## config.mk

```make
export PLATFORM = sky130hd
export DESIGN_NAME = img_stream_sequencer
export DESIGN_NICKNAME = d
export VERILOG_FILES = /design/src/rtl/img_seq_pkg.sv /design/src/rtl/img_seq_cnt.sv /design/src/rtl/img_stream_sequencer.sv
export SDC_FILE = /design/constraint.sdc
export NUM_CORES = 1
export LEC_CHECK = 0
export CAP_MARGIN = 30
export CORE_MARGIN = 2
export CORE_UTILIZATION = 30
export DETAILED_ROUTE_END_ITERATION = 10
export SKIP_CTS_REPAIR_TIMING = 1
export SYNTH_ARGS = -nofsm -noshare
export SYNTH_HDL_FRONTEND = slang
export SYNTH_SLANG_ARGS = --single-unit
export TNS_END_PERCENT = 1
```

## constraint.sdc

```tcl
create_clock -name clk -period 4.2 [get_ports clk]
set_input_delay 1.05 -clock clk [delete_from_list [all_inputs] [get_ports clk]]
set_output_delay 1.05 -clock clk [all_outputs]
set_load 0.01 [all_outputs]
```

## src/rtl/img_seq_pkg.sv

```systemverilog
// Shared types and helpers for the image stream sequencer.
package img_seq_pkg;

    typedef enum logic [2:0] {
        S_IDLE    = 3'd0,
        S_V_LEAD  = 3'd1,
        S_H_BLANK = 3'd2,
        S_ACTIVE  = 3'd3,
        S_V_TAIL  = 3'd4,
        S_V_GAP   = 3'd5
    } seq_state_t;

    // Number of vsync-high cycles in one complete frame.
    function automatic int unsigned frame_cycles(
        input int unsigned hdisp,
        input int unsigned vdisp,
        input int unsigned hblank,
        input int unsigned vlead,
        input int unsigned vtail
    );
        return vlead + vdisp * (hblank + hdisp) + vtail;
    endfunction

endpackage

```

## src/rtl/img_seq_cnt.sv

```systemverilog
// Loadable down-counter timing each sequencer phase; o_tc marks the last cycle of a phase.
module img_seq_cnt #(
    parameter int W = 8
) (
    input  logic         clk,
    input  logic         rst,
    input  logic         i_load,
    input  logic [W-1:0] i_load_val,
    output logic [W-1:0] o_cnt_nxt,
    output logic         o_tc
);
    logic [W-1:0] r_cnt;

    // Next count: load wins, otherwise decrement and stick at zero.
    always_comb begin
        o_cnt_nxt = r_cnt;
        if (i_load) begin
            o_cnt_nxt = i_load_val;
        end else if (r_cnt != {W{1'b0}}) begin
            o_cnt_nxt = r_cnt - W'(1);
        end else begin
            o_cnt_nxt = r_cnt;
        end
    end

    // Count register.
    always_ff @(posedge clk or posedge rst) begin
        if (rst) begin
            r_cnt <= {W{1'b0}};
        end else begin
            r_cnt <= o_cnt_nxt;
        end
    end

    assign o_tc = (r_cnt == {W{1'b0}});

endmodule

```

## src/rtl/img_stream_sequencer.sv

```systemverilog
// Reads a frame from pixel memory and drives it out with vsync/href framing,
// issuing reads one cycle ahead of href so pixels arrive without bubbles.
module img_stream_sequencer
    import img_seq_pkg::*;
#(
    parameter int IMG_HDISP = 640,
    parameter int IMG_VDISP = 480,
    parameter int H_BLANK   = 5,
    parameter int V_LEAD    = 5,
    parameter int V_TAIL    = 1,
    parameter int V_GAP     = 10,
    parameter int ADDR_W    = 19
) (
    input  logic              clk,
    input  logic              rst,
    input  logic              start,
    input  logic              abort,
    input  logic              cont,
    output logic              rd_en,
    output logic [ADDR_W-1:0] rd_addr,
    input  logic [7:0]        rd_data,
    output logic              per_img_vsync,
    output logic              per_img_href,
    output logic [7:0]        per_img_gray,
    output logic              busy,
    output logic              done,
    output logic [15:0]       frame_cnt
);
    localparam int CNT_W = $clog2(IMG_HDISP + V_LEAD + H_BLANK + V_TAIL + V_GAP + 1);
    localparam int ROW_W = $clog2(IMG_VDISP + 1);
    localparam logic [CNT_W-1:0] LD_VLEAD  = CNT_W'(V_LEAD - 1);
    localparam logic [CNT_W-1:0] LD_HBLANK = CNT_W'(H_BLANK - 1);
    localparam logic [CNT_W-1:0] LD_ACTIVE = CNT_W'(IMG_HDISP - 1);
    localparam logic [CNT_W-1:0] LD_VTAIL  = CNT_W'(V_TAIL - 1);
    localparam logic [CNT_W-1:0] LD_VGAP   = CNT_W'(V_GAP - 1);
    localparam logic [ROW_W-1:0] LAST_ROW  = ROW_W'(IMG_VDISP - 1);

    seq_state_t        r_state;
    seq_state_t        w_nstate;
    logic              w_load;
    logic [CNT_W-1:0]  w_load_val;
    logic [CNT_W-1:0]  w_cnt_nxt;
    logic              w_tc;
    logic [ROW_W-1:0]  r_row;
    logic [ROW_W-1:0]  w_row_nxt;
    logic              r_vsync;
    logic              r_href;
    logic              r_busy;
    logic              r_done;
    logic              r_rd_en;
    logic [ADDR_W-1:0] r_rd_addr;
    logic [15:0]       r_frame_cnt;
    logic              w_vsync_nxt;
    logic              w_href_nxt;
    logic              w_done_nxt;
    logic              w_rd_en_nxt;
    logic              w_addr_inc;

    img_seq_cnt #(.W(CNT_W)) u_cnt (
        .clk        (clk),
        .rst        (rst),
        .i_load     (w_load),
        .i_load_val (w_load_val),
        .o_cnt_nxt  (w_cnt_nxt),
        .o_tc       (w_tc)
    );

    // Next-state, phase-counter load and row bookkeeping.
    always_comb begin
        w_nstate   = r_state;
        w_load     = 1'b0;
        w_load_val = {CNT_W{1'b0}};
        w_row_nxt  = r_row;
        if (r_state == S_IDLE) begin
            if (start && !abort) begin
                w_nstate   = S_V_LEAD;
                w_load     = 1'b1;
                w_load_val = LD_VLEAD;
                w_row_nxt  = {ROW_W{1'b0}};
            end else begin
                w_nstate = S_IDLE;
            end
        end else if (abort) begin
            w_nstate = S_IDLE;
        end else if (w_tc) begin
            w_load = 1'b1;
            case (r_state)
                S_V_LEAD: begin
                    w_nstate   = S_H_BLANK;
                    w_load_val = LD_HBLANK;
                    w_row_nxt  = {ROW_W{1'b0}};
                end
                S_H_BLANK: begin
                    w_nstate   = S_ACTIVE;
                    w_load_val = LD_ACTIVE;
                end
                S_ACTIVE: begin
                    if (r_row == LAST_ROW) begin
                        w_nstate   = S_V_TAIL;
                        w_load_val = LD_VTAIL;
                    end else begin
                        w_nstate   = S_H_BLANK;
                        w_load_val = LD_HBLANK;
                        w_row_nxt  = r_row + ROW_W'(1);
                    end
                end
                S_V_TAIL: begin
                    if (cont) begin
                        w_nstate   = S_V_GAP;
                        w_load_val = LD_VGAP;
                    end else begin
                        w_nstate = S_IDLE;
                        w_load   = 1'b0;
                    end
                end
                S_V_GAP: begin
                    w_nstate   = S_V_LEAD;
                    w_load_val = LD_VLEAD;
                    w_row_nxt  = {ROW_W{1'b0}};
                end
                default: begin
                    w_nstate = S_IDLE;
                    w_load   = 1'b0;
                end
            endcase
        end else begin
            w_nstate = r_state;
        end
    end

    // Outputs are decoded from the state being entered so they are flops aligned with it.
    always_comb begin
        w_vsync_nxt = (w_nstate == S_V_LEAD) || (w_nstate == S_H_BLANK) ||
                      (w_nstate == S_ACTIVE) || (w_nstate == S_V_TAIL);
        w_href_nxt  = (w_nstate == S_ACTIVE);
        w_done_nxt  = (w_nstate == S_V_TAIL) && (w_cnt_nxt == {CNT_W{1'b0}});
        w_rd_en_nxt = ((w_nstate == S_H_BLANK) && (w_cnt_nxt == {CNT_W{1'b0}})) ||
                      ((w_nstate == S_ACTIVE)  && (w_cnt_nxt != {CNT_W{1'b0}}));
        // The first read of a frame uses the address cleared on V_LEAD entry.
        w_addr_inc  = w_rd_en_nxt &&
                      !((w_nstate == S_H_BLANK) && (w_row_nxt == {ROW_W{1'b0}}));
    end

    // Sequencer state, framing outputs, row/address counters and frame count.
    always_ff @(posedge clk or posedge rst) begin
        if (rst) begin
            r_state     <= S_IDLE;
            r_row       <= {ROW_W{1'b0}};
            r_vsync     <= 1'b0;
            r_href      <= 1'b0;
            r_busy      <= 1'b0;
            r_done      <= 1'b0;
            r_rd_en     <= 1'b0;
            r_rd_addr   <= {ADDR_W{1'b0}};
            r_frame_cnt <= 16'd0;
        end else begin
            r_state <= w_nstate;
            r_row   <= w_row_nxt;
            r_vsync <= w_vsync_nxt;
            r_href  <= w_href_nxt;
            r_busy  <= (w_nstate != S_IDLE);
            r_done  <= w_done_nxt;
            r_rd_en <= w_rd_en_nxt;
            if (w_nstate == S_V_LEAD) begin
                r_rd_addr <= {ADDR_W{1'b0}};
            end else if (w_addr_inc) begin
                r_rd_addr <= r_rd_addr + ADDR_W'(1);
            end else begin
                r_rd_addr <= r_rd_addr;
            end
            if (w_done_nxt) begin
                r_frame_cnt <= r_frame_cnt + 16'd1;
            end else begin
                r_frame_cnt <= r_frame_cnt;
            end
        end
    end

    assign per_img_vsync = r_vsync;
    assign per_img_href  = r_href;
    assign per_img_gray  = r_href ? rd_data : 8'd0;
    assign busy          = r_busy;
    assign done          = r_done;
    assign rd_en         = r_rd_en;
    assign rd_addr       = r_rd_addr;
    assign frame_cnt     = r_frame_cnt;

endmodule

```

==> results of run 1 <==
==> through the flow <==
step	setup WS [ns]	TNS [ns]	util (%)	instance area [um2]	instances
floorplan	0.428	0	-	3610	390
global placement	-0.0438	-0.161	37.8	4490	603
detailed placement	-0.0895	-0.879	38.0	4510	604
CTS	0.135	0	40.4	4790	620
global route	0.0134	0	40.6	4820	621
finish	0.190	0	40.6	4820	621
==> metal layers <==
metal	global-route usage (%)	routed length [um]	vias up
met5	0	0	-
met4	6.26	128	0
met3	2.39	217	13
met2	23.0	4390	45
met1	18.7	4310	1601
li1	-	-	1602
==> power breakdown <==
part	internal [mW]	switching (mW)	total (mW)
Sequential	0.651	0.0705	0.721
Combinational	0.174	0.220	0.394
Clock	0.445	0.261	0.706
==> layout by cell type, fill, tap and decap left out, types with 5 or more instances in the layout <==
cell and n:
a21o_1 5, a21oi_1 24, and2_1 10, and3_1 7, buf_4 22, clkbuf_16 9
clkdlybuf4s50_1 60, dfrtp_1 62, ha_1 6, inv_1 19, nand2_1 36, nand3_1 13
nand3b_1 5, nand4_1 10, nor2_1 22, nor3_1 8, nor4_1 8, o211ai_1 9
o21ai_0 23, o31ai_1 11, or3_1 10, or4_1 11, xnor2_1 13, xor2_1 7
==> cell type report <==
class / count / area (um2)
Fill cell: 1123 / 7040
Multi-Input combinational cell: 292 / 1920
Sequential cell: 62 / 1550
Timing Repair Buffer: 84 / 806
Clock buffer: 13 / 270
Tap cell: 147 / 184
Inverter: 20 / 75.1
Clock inverter: 3 / 17.5
==> synth_stat cells, types with 5 or more instances <==
library cell  number
nor2_1            22
or3_1             11
and2_1            10
nand3_1           13
ha_1               6
o211ai_1           9
nor3_1             8
xor2_1             7
nand2_1           36
nor4_1             8
a21oi_1           24
dfrtp_1           62
clkbuf_1          12
o21ai_0           23
nand4_1           10
nand3b_1           5
and3_1             7
or4_1             11
o31ai_1           11
xnor2_1           13
inv_1             20
==> flip-flops by register name (all words and copies together) (netlist names) <==
name           cells
rd_addr           19
per_img_href       1
r_row              9
r_state            3
per_img_vsync      1
busy               1
done               1
u_cnt.r_cnt       10
frame_cnt         16
rd_en              1
==> cells by family after synthesis <==
| group | after synthesis |
|---|---|
| AOI/OAI and AO/OA | 94 |
| muxes | 4 |
| xor gates and xnor gates | 21 |
| DFF | 62 |
| buffers and inverters | 37 |
| and+or+nand+nor | 166 |
| adders and majority gates | 6 |
==> worst max-delay path: cells and delay by family (launching register included) <==
kind                     cells  cell delay (ns)
multiplexers                 1             0.23
buffers and inverters        2             0.29
adder cells (fa/ha/maj)      1             0.21
AND/OR/NAND/NOR              3             1.35
flip-flops                   1             0.40
AO/OA/AOI/OAI                5             1.46
==> worst max path at each step <==
stage / from / endpoint / cells after the start
2_1_floorplan: u_cnt.r_cnt[0] / rd_addr[3] / 13
3_3_place_gp: abort / rd_addr[16] / 10
3_5_place_dp: abort / rd_addr[9] / 10
4_1_cts: u_cnt.r_cnt[0] / rd_addr[1] / 12
5_1_grt: u_cnt.r_cnt[0] / rd_addr[1] / 13
6_report: u_cnt.r_cnt[0] / rd_addr[9] / 12
==> metrics.md, run 1 <==
| Metric | Value |
|---|---|
| R2R setup slack | 0.19 ns |
| Wirelength per Cell | around 15 um |
| Syn Inst Count | 390 |
| Ant diodes | 0 |
| Req. time, crit path | 4.45 ns |
| DRT Pass-1 Iters | 4 |
| Core footprint | approximately 12000 um2 |
| CP Capture Type | flop |
| CTS tree | yes |
| Initial drt markers | 132 |
| Clock Path Buffers | 2 |
| Worst hold start | frame_cnt[15] |
| Hold Slack | 0.471 ns |
| Clock Tree Root | clkbuf_16 |
| Post-Synth Adder-Cell Area | 2.08% |
| Tcrit/Tclk final | a little over nine tenths |
| EDFF count, synth | 0 |
| Worst-path clk slew | 0.05 ns |
| Max-cap violations | 0 |
| GR Overflow Total | 0 |
| Die X-Extent | roughly 110 um |
| Critical path arrival | roughly 4.3 ns |
| Critical Path Fanout Max | 9 |
| Mapped Area | roughly 3600 um2 |
| Worst VDD drop | between 150 and 200 uV |
| Synth Area in XOR/XNOR | 5.31% |
| RR Endpoint | rd_addr[9] |
| Total track usage | roughly 14% |
| Worst skew pair latency | 0.33 ns |
| Setup Skew | slightly below 0.005 ns |
| Multiplexer share of the synthesized area | 1.15% |
| Achievable Freq | approximately 0.25 GHz |
| Routed WL | 9.05 mm |
| Synth Flop Type | dfrtp_1 |
| Critical-path cell list | inv_1, ha_1, or4b_4, or4_1, a221o_2, a21o_1, a2111o_1, mux2i_2, buf_4, a211o_1, or3_1, a21oi_1 |
| Worst hold path type | reg2reg |
| Final setup fails | 0 |
| Largest stage delay on the critical path | 0.52 ns |
| Critical-path top delay cell | or4_1 |
| #FFs+latches synth | 62 |
| Num CTS Buffers | 9 |
| Main combinational cell family by area after synthesis | simple AND/OR/NAND/NOR gates |
| Register area share after synthesis | a little over two fifths |
| Net total in the final layout | 488 |
| Die area | 12900 um2 |
| Htree depth | 3 |
| DRC Markers | 0 |
| Post-DRT Antenna Nets | 0 |
| Top-area cell type share of the netlist area | between 40% and 50% |
| Slew headroom | 33.2% |
| Synth Warn # | 0 |
| Via-per-instance ratio | 5.25 |
| # port buffers | 60 |
| Slew Limit Fails | 0 |
| Library cells used by synthesis | 60 |
| Critical path startpoint category | flop |
| First-pass GRT wire length | 14.7 mm |
| TritonCTS sink count | 62 |
| Starting Density | between 30 and 40% |
| Vias in the first global route | 3060 |
| Crit path kind | reg2reg |
| RSZ-0062 raised after global routing | no |
| Cell area power density | between 300 and 400 nW/um2 |
| Yosys top cell by area | dfrtp_1 |
| Crit path time final | between 4 and 5 ns |
| Post-Syn Nets | 409 |
| Area Growth Syn to Fin | 33.7% |
| Cell row count | 40 |
| Syn_area_per_cell | approximately 9.2 um2 |
| Total power | ~1.8 mW |
| Share of layout cells above drive strength 1 | approximately an eighth |
| Synthesized-area fraction occupied by and/or/nand/nor cells | 26.9% |
| Hold Crit Depth | 1 |
| Die Y | around 110 um |
| Synth area leaders | dfrtp_1 43%, nand2_1 3.7%, a21oi_1 3.3% |
| Worst reg2reg path startpoint | u_cnt.r_cnt[0] |
| Pleak | 2.06 nW |
| Fin. Hold Viols | 0 |
| Hold Crit Endpoint | frame_cnt[15] |
| Tightest Pin Transition | 0.994 ns |
| Status | finished clean |
| Synth Area in Compound Gates | 17.0% |
| Async SR Flop Fraction | 100% |
| Pin count of the biggest net entering global routing | 27 |
| Initial antenna violation count | 0 |
| I/O Pins | 61 |
| Vias | about 3300 |
| Routability Congestion | 0.829 |
| Worst reg2reg path depth | 12 |
| Hpwl dp | between 6 and 7 mm |
(Power assumes the default switching activity.)
==> run 2, diff against run 1 <==
Settings changed: ABC_AREA set to 0, CORE_UTILIZATION 30 to 53, PLACE_DENSITY set to 0.8.
==> metrics.md, run 2 (same netlist as run 1, synthesis figures left out) <==
| Metric | Value |
|---|---|
| Area of placed instances | 4360 um2 (-3.3%) |
| Achievable Freq | 0.248 GHz (-0.61%) |
| Critical-path cell list | inv_1, ha_1, or4b_1, or4_1, a221o_2, a21o_1, a2111o_1, mux2i_1, a21o_4, or4_1, a21oi_1 |
| R2R setup slack | 0.17 ns (-0.02 ns) |
| GRT met3 Usage | 6.38% (+4.0 points) |
| Max-cap violations | 0 (unchanged) |
| Total track usage | 23.9% (+9.7 points) |
| Commonest non-fill, non-tap cells in the layout | 62 x dfrtp_1, 60 x clkdlybuf4s50_1, 36 x nand2_1 |
| Buf/Inv on CP | 1 (-1) |
| Net total in the final layout | 483 (-1.0%) |
| Tightest Pin Transition | 0.951 ns (-0.0427 ns) |
| Family with the most delay on the worst path | simple AND/OR/NAND/NOR gates |
| Die area | 7480 um2 (-42%) |
| Hpwl dp | 6.08 mm (-7.1%) |
| DRC Markers | 0 (unchanged) |
| Post-DRT Antenna Nets | 0 (unchanged) |
| Req. time, crit path | 4.46 ns (about the same) |
| Pleak | 1.99 nW (-3.4%) |
| Core footprint | 6680 um2 (-44%) |
| Fill cells | 541 (-52%) |
| GR Overflow Total | 0 (unchanged) |
| Initial antenna violation count | 0 (unchanged) |
| Ant diodes | 0 (unchanged) |
| Cell area power density | 354 nW/um2 (-6.3%) |
| Cell depth of the worst setup path | 11 (-1) |
| Critical path arrival | 4.29 ns (+0.03 ns) |
| TritonCTS sink count | 62 (unchanged) |
| Internal Dissipation | 1.10 mW (-13%) |
| Worst reg2reg path depth | 11 (-1) |
| Die X-Extent | 86.5 um (-24%) |
| GRT busiest layer | met2 |
| Hold Crit Depth | 1 (unchanged) |
| Slew Limit Fails | 0 (unchanged) |
| Logic pwr share | 24.0% (+2.4 points) |
| Routability Congestion | 0.908 (+9.6%) |
| DRT Pass-1 Iters | 5 (+1) |
| Largest stage delay on the critical path | 0.53 ns (about the same) |
| Starting Density | 54.0% (+24 points) |
| CTS tree | yes |
| Cell row count | 30 (-25%) |
| Tcrit/Tclk final | 96.1% (+0.58 points) |
| Crit path kind | reg2reg |
| Final setup fails | 0 (unchanged) |
| First-pass GRT wire length | 14.4 mm (-2.4%) |
| Register area | 1550 um2 (unchanged) |
| Initial drt markers | 152 (+15%) |
| Most repeated library cell on the critical path | or4_1 |
| Worst skew pair latency | 0.34 ns (about the same) |
| Status | finished clean |
| Critical-path top delay cell | or4_1 |
| Num CTS Buffers | 9 (unchanged) |
| CP Capture Type | flop |
| Fin. Hold Viols | 0 (unchanged) |
| Met2 Track Usage GR | 38.9% (+16 points) |
| Net Sw Power | 0.517 mW (-6.3%) |
| Htree depth | 3 (unchanged) |
| Final core occ | 68.4% (+28 points) |
| Wirelength per Cell | 15.6 um (+7.0%) |
| Clk network pwr share | 31.7% (-7.1 points) |
| Pin count of the biggest net entering global routing | 40 (+48%) |
| Slew headroom | 36.1% (+2.9 points) |
| Vias | 3295 (+1.0%) |
| Routed WL | 8.53 mm (-5.8%) |
| Crit path time final | 4.03 ns (+0.0246 ns) |
| Critical path startpoint category | flop |
| I/O Pins | 61 (unchanged) |
| Share of layout cells above drive strength 1 | 10.7% (-1.7 points) |
| Critical Path Fanout Max | 14 (+5) |
| Worst hold path type | reg2reg |
| Worst-path clk slew | 0.07 ns (+0.02 ns) |
| Via-per-instance ratio | 6.02 (+15%) |
| Die Y | 86.5 um (-24%) |
| Area Growth Syn to Fin | 26.8% |
| Clock Tree Root | clkbuf_8 |
| Worst VDD drop | 200 uV (+12%) |
| Max reg flops | 19 (unchanged) |
| Part of the power in registers | 44.3% (+4.7 points) |
| Setup Skew | 0.00847 ns (+0.00367 ns) |
| Switching Fraction | 31.9% (+1.7 points) |
| Clock Path Buffers | 2 (unchanged) |
| Met1 global-route usage | 32.6% (+14 points) |
| Multi-input gate area | 1900 um2 (-1.0%) |
| Vias in the first global route | 3102 (+1.4%) |
| Cell area after layout | 4570 um2 (-5.1%) |
| RSZ-0062 raised after global routing | no |
| Commonest non-fill, non-tap cell in the layout | dfrtp_1 |
| # port buffers | 60 (unchanged) |
-- run 2: stage by stage --
step | setup slack [ns] | hold slack, ns | power [mW] | setup TNS [ns] | instances
floorplan | 0.428 | 0.504 | 1.01 | 0 | 390
global placement | -0.0316 | 0.458 | 1.09 | -0.0596 | 530
CTS | 0.0847 | 0.474 | 1.61 | 0 | 544
detailed placement | -0.128 | 0.459 | 1.10 | -0.460 | 530
global route | 0.0225 | 0.509 | 1.70 | 0 | 547
finish | 0.166 | 0.477 | 1.62 | 0 | 547
-- run 2: final cells by class --
class	instances	share of cell area, %
Timing Repair Buffer	80	16.7
Clock inverter	4	1.07
Sequential cell	62	33.9
Multi-Input combinational cell	291	41.5
Clock buffer	10	3.01
Inverter	20	1.64
Tap cell	80	2.19
-- run 2: metal layers --
metal  wire length (um)  up-vias
li1                   -     1588
met4                 72        0
met5                  0        -
met3                457        6
met1               3890     1598
met2               4110      103
-- run 2: power groups by stage --
stage                     sequential, mW  clock [mW]  combinational, mW
final                              0.718       0.513              0.388
after global routing               0.727       0.545              0.433
after detailed placement           0.725           0              0.376
after global placement             0.723           0              0.365
after CTS                          0.715       0.522              0.378
after floorplan                    0.697           0              0.310
-- run 2: path summary, 6_finish.rpt --
check,start,endpoint
min reg2reg,frame_cnt[15],frame_cnt[15]
max,u_cnt.r_cnt[0],rd_addr[12]
min,frame_cnt[15],frame_cnt[15]
max in group asynchronous,rst,rd_addr[11]
min in group asynchronous,rst,u_cnt.r_cnt[5]
max reg2reg,u_cnt.r_cnt[0],rd_addr[12]
==> run 3, diff against run 2 <==
Settings changed: TNS_END_PERCENT 1 to not set.
==> results of run 3 <==
The final DEF is identical to that of run 2; final timing and power are the same.
